==> src/rtl/tdm_frame_sched.sv <==
// tdm_frame_sched
//   Assembles one NCH x SW TDM frame per frame_tick for p2tdm. NREQ sample
//   producers are arbitrated round-robin onto a single frame-buffer write
//   port. Channels not written during a frame are either muted or repeat the
//   previously sent sample. Saturating statistics counters track underruns,
//   overwrites and the p2tdm status pulses.
//
// Ports
//   clk, rstn                     clock, asynchronous active-low reset
//   enable                        scheduler enable (same as p2tdm enable)
//   mute_missing                  1: unfilled channel sent as 0, 0: hold last
//   frame_tick                    one-cycle strobe at the frame rate
//   req / req_ch / req_data       per-requester request, channel, sample
//   gnt                           one-hot combinational grant
//   pdata / valid                 registered frame and one-cycle frame valid
//   bitslip_incr / retrans_incr / dropped_incr   p2tdm status pulses
//   clear_stats                   synchronous clear of all counters
//   *_cnt                         saturating statistics counters
//
// Handshake: a requester raises req[i] with req_ch/req_data and holds all
// three stable until it sees gnt[i]=1 in the same cycle; the write takes
// effect at that clock edge and the requester may then drop or change req.

module tdm_frame_sched #(
    parameter int NREQ = 4,
    parameter int NCH  = 8,
    parameter int SW   = 32,
    parameter int CNTW = 16
) (
    input  logic                 clk,
    input  logic                 rstn,
    input  logic                 enable,
    input  logic                 mute_missing,
    input  logic                 frame_tick,
    input  logic [NREQ-1:0]      req,
    input  logic [NREQ*3-1:0]    req_ch,
    input  logic [NREQ*SW-1:0]   req_data,
    output logic [NREQ-1:0]      gnt,
    output logic [NCH*SW-1:0]    pdata,
    output logic                 valid,
    input  logic                 bitslip_incr,
    input  logic                 retrans_incr,
    input  logic                 dropped_incr,
    input  logic                 clear_stats,
    output logic [CNTW-1:0]      underrun_cnt,
    output logic [CNTW-1:0]      overwr_cnt,
    output logic [CNTW-1:0]      bitslip_cnt,
    output logic [CNTW-1:0]      retrans_cnt,
    output logic [CNTW-1:0]      dropped_cnt
);

    localparam int PW = (NREQ > 1) ? $clog2(NREQ) : 1;

    logic [PW-1:0]     rr_ptr;
    logic [PW-1:0]     rr_next;
    logic              found;
    logic [2:0]        wr_ch;
    logic [SW-1:0]     wr_data;
    logic [NCH-1:0]    fill;
    logic [NCH-1:0]    fill_next;
    logic [SW-1:0]     frame_buf [NCH];
    logic [SW-1:0]     hold      [NCH];
    logic [NCH*SW-1:0] emit_frame;
    logic              emit;
    logic              underrun_inc;
    logic              overwr_inc;

    assign emit = frame_tick & enable;

    // Round-robin search starting at rr_ptr; the outer loop is the search
    // distance, so the first hit is the nearest requester above the pointer.
    always_comb begin
        gnt     = '0;
        found   = 1'b0;
        wr_ch   = '0;
        wr_data = '0;
        rr_next = rr_ptr;
        if (enable && rstn) begin
            for (int k = 0; k < NREQ; k++) begin
                for (int i = 0; i < NREQ; i++) begin
                    if (!found && req[i] && (i == (int'(rr_ptr) + k) % NREQ)) begin
                        gnt[i]  = 1'b1;
                        found   = 1'b1;
                        wr_ch   = req_ch[3*i +: 3];
                        wr_data = req_data[SW*i +: SW];
                        rr_next = PW'((i + 1) % NREQ);
                    end
                end
            end
        end
    end

    // Frame content as it would be emitted now, plus fill bookkeeping. A write
    // in the tick cycle belongs to the next frame, so fill is cleared first and
    // the new bit is set on top; such a write is never an overwrite.
    always_comb begin
        for (int c = 0; c < NCH; c++) begin
            emit_frame[SW*c +: SW] = fill[c] ? frame_buf[c]
                                   : (mute_missing ? '0 : hold[c]);
        end
        underrun_inc = emit && (fill != '1);
        overwr_inc   = found && fill[wr_ch] && !emit;
        fill_next    = emit ? '0 : fill;
        if (found) begin
            fill_next[wr_ch] = 1'b1;
        end
    end

    function automatic logic [CNTW-1:0] cnt_next(input logic [CNTW-1:0] cur,
                                                 input logic            inc,
                                                 input logic            clr);
        if (clr) begin
            return '0;
        end
        if (inc && (cur != '1)) begin
            return cur + CNTW'(1);
        end
        return cur;
    endfunction

    always_ff @(posedge clk or negedge rstn) begin
        if (!rstn) begin
            pdata        <= '0;
            valid        <= 1'b0;
            fill         <= '0;
            rr_ptr       <= '0;
            underrun_cnt <= '0;
            overwr_cnt   <= '0;
            bitslip_cnt  <= '0;
            retrans_cnt  <= '0;
            dropped_cnt  <= '0;
            for (int c = 0; c < NCH; c++) begin
                frame_buf[c] <= '0;
                hold[c]      <= '0;
            end
        end else begin
            valid <= 1'b0;
            if (!enable) begin
                // Disabled: drop all partial frame state; pdata keeps the last frame.
                fill   <= '0;
                rr_ptr <= '0;
                for (int c = 0; c < NCH; c++) begin
                    frame_buf[c] <= '0;
                    hold[c]      <= '0;
                end
            end else begin
                fill <= fill_next;
                if (emit) begin
                    pdata <= emit_frame;
                    valid <= 1'b1;
                    for (int c = 0; c < NCH; c++) begin
                        hold[c] <= emit_frame[SW*c +: SW];
                    end
                end
                if (found) begin
                    frame_buf[wr_ch] <= wr_data;
                    rr_ptr           <= rr_next;
                end
            end
            underrun_cnt <= cnt_next(underrun_cnt, underrun_inc, clear_stats);
            overwr_cnt   <= cnt_next(overwr_cnt, overwr_inc, clear_stats);
            bitslip_cnt  <= cnt_next(bitslip_cnt, bitslip_incr & enable, clear_stats);
            retrans_cnt  <= cnt_next(retrans_cnt, retrans_incr & enable, clear_stats);
            dropped_cnt  <= cnt_next(dropped_cnt, dropped_incr & enable, clear_stats);
        end
    end

endmodule
==> config.mk <==
export PLATFORM = sky130hd
export DESIGN_NAME = tdm_frame_sched
export DESIGN_NICKNAME = d
export VERILOG_FILES = /design/src/rtl/tdm_frame_sched.sv
export SDC_FILE = /design/constraint.sdc
export NUM_CORES = 2
export LEC_CHECK = 0
export CORE_UTILIZATION = 60
export DETAILED_ROUTE_END_ITERATION = 7
export PLACE_DENSITY = 0.82
export SLEW_MARGIN = 40
export SYNTH_ARGS = -nofsm -noshare
export SYNTH_HDL_FRONTEND = slang
export SYNTH_SLANG_ARGS = --single-unit
==> constraint.sdc <==
create_clock -name clk -period 9.7 [get_ports clk]
set_clock_uncertainty 0.15 [all_clocks]
set_input_delay 0.97 -clock clk [delete_from_list [all_inputs] [get_ports clk]]
set_output_delay 0.97 -clock clk [all_outputs]
set_load 0.01 [all_outputs]
==> metrics.yaml <==
grt:
  grt_max_degree: 120
  grt_overflow: 0
  grt_usage: 0.368
  grt_pass1_vias: 30100
  grt_first_pass_wirelength_mm: 180
  antenna_found_initial: 8
outcome:
  status: "finished with violations"
  violations: "DRC"
setup_path:
  critPathArrivalTime_ns: 4.16
  cp_slowest_cell: "clkdlybuf4s50_1"
  cp_cell_sequence: "clkdlybuf4s50_1 -> or3b_1 -> nor3_4 -> nor2_1 -> nor2_1 -> clkdlybuf4s50_1"
  rrSetupSlack_ns: 5.47
  end_kind: "output port"
  cp_top_family: "buffers and inverters"
  critPathKind: "in -> out"
  path_max_fanout: 20
  start_kind: "input port"
  cpPeakStageDelay_ns: 1.01
  path_buf_inv: 2
  critPathRequiredTime_ns: 8.58
sta:
  setup_ws_ns: 4.42
  slew_headroom: 0.325
  setup_tns_ns: 0
  rsz0062_at_grt: "no"
  setup_viol: 0
  fmax_mhz: 189
  hold_ws_ns: 0.0485
  hold_viol: 0
  drv_slew: 0
  period_share: 0.544
  tightest_slew_ns: 1.01
  min_period_ns: 5.28
finish:
  drive_above_1_share: 0.0744
  fin_nets: 4163
  utilization: 0.743
  multi_input_area_um2: 15100
  seqCellArea_um2: 21500
  area_growth_pct: 21.9
  nFillCells: 4192
synth:
  netlist_instances: 3685
  syn_area_um2: 37800
  synth_seq_area_share: 0.568
  ys_ff_latch: 859
  ys_warn_count: 0
  synthDistinctLibCells: 97
  syn-num-nets: 3843
  synth-async-reset-ratio: 1.00
  synthFlopType: "dfrtp_1"
  avgSynthCellArea_um2: 10.3
  synth_edf_count: 0
power_and_ir_drop:
  vdd_drop_max_mv: 0.114
  p_leak_nw: 18.6
  power_density_nw_per_um2: 181
floorplanning:
  rows: 91
  core_area_um2: 62100
  die_height_um: 253
  die_area_um2: 64100
  boundaryPins: 494
  initial_core_util: 0.610
  die_x_um: 253
clock_tree:
  post-cts-setup-buffer-count: 0
  cts_tree: "yes"
  ctsHoldBuffers: 0
  cts.sinks: 859
  cts_buffers: 84
  clock_latency_ns: 0.63
  cts-htree-levels: 3
  clkTransAtPathRegs_ns: 0.06
  cts_resized: 0
  cts.root.buffer_cell: "clkbuf_16"
  cts_buffer_depth: 3
placement:
  port-buffer-count: 493
  gp_congestion: 0.975
  dp_hpwl_mm: 73.2
  dp_slack_ns: 4.40
routing:
  drt-initial-drc-count: 4115
  wl_mm: 118
  wire_per_inst_um: 24.0
  avgViaCountPerCell: 6.42
  drt-pass1-iter-count: 8
  antenna_left: 0
  drc: 3
  vias: 31500
job:
  cap_violations: 0
hold_path:
  hp-class: "in -> async"
[Yosys cell counts (10+ instances only)]
cell / n / area [um^2]
xnor2_1: 17 / 149
and3_1: 15 / 93.8
nand2_1: 229 / 860
nand3_1: 221 / 1110
o21ai_0: 207 / 1040
nand4_1: 16 / 100
buf_2: 15 / 75.1
buf_1: 24 / 90.1
xor2_1: 38 / 333
o21ai_1: 10 / 50.1
a21oi_1: 277 / 1390
and2_1: 17 / 106
nor2_1: 354 / 1330
a222oi_1: 31 / 310
clkbuf_1: 271 / 1020
dfrtp_1: 859 / 21500
mux2i_1: 70 / 701
inv_1: 12 / 45.0
nor2b_1: 271 / 1700
a22oi_1: 544 / 4080
[placed cells by master (no fill, tap or decap), types with 87 or more instances in the layout]
cell type and n:
o21ai_0 206, nor2_1 346, clkbuf_16 87, nand3_1 219, a22oi_1 544, a21oi_1 276
nor2b_1 271, clkdlybuf4s50_1 487, nand2_1 216, dfrtp_1 859
[through the flow]
stage | instance area [um^2] | std cells | total power, mW
floorplan | 37800 | 3685 | 4.39
global placement | 43100 | 4752 | 5.00
detailed placement | 43200 | 4754 | 5.02
CTS | 46100 | 4905 | 8.36
global route | 46100 | 4908 | 8.60
finish | 46100 | 4914 | 8.35
[state kept, by name (all words and copies together), names as in the netlist]
name and count:
frame_buf 256, hold 256, pdata 256, bitslip_cnt 16
dropped_cnt 16, overwr_cnt 16, retrans_cnt 16, underrun_cnt 16
fill 8, rr_ptr 2, valid 1
[logic make-up after synthesis]
family,synth area share
XOR/XNOR,0.0127
AO/OA/AOI/OAI,0.196
adder cells (fa/ha/maj),0.00165
AND/OR/NAND/NOR,0.161
multiplexers,0.0234
flip-flops,0.568
buffers and inverters,0.0374
[report_power, final]
part	switching, mW	internal, mW
Combinational	0.685	0.450
Sequential	0.106	3.74
Clock	1.39	1.98
Total	2.18	6.17
[final timing paths]
check | startpoint | endpoint | cells after the start
setup / recovery | req[3] | gnt[3] | 6
hold / removal | rstn | retrans_cnt[6] | 1
setup reg to reg | rr_ptr[0] | frame_buf[119] | 8
hold reg to reg | pdata[246] | pdata[246] | 2
max in group asynchronous | rstn | pdata[38] | 5
min in group clk | pdata[246] | pdata[246] | 2
[routing by layer]
metal,up-vias,track usage,share of wire
met5,-,0,0.000059
met4,2,0.183,0.049
met3,287,0.0702,0.091
met2,1672,0.570,0.47
met1,15700,0.502,0.39
li1,13900,-,-
[area by class of cell]
class                           count  share of cell area
Antenna cell                        7            0.000380
Clock buffer                      125              0.0553
Clock inverter                     26             0.00684
Inverter                           12            0.000976
Multi-Input combinational cell   2487               0.328
Sequential cell                   859               0.466
Tap cell                          837              0.0227
Timing Repair Buffer              561               0.120
No activity file was read; power rests on OpenSTA's default activity.
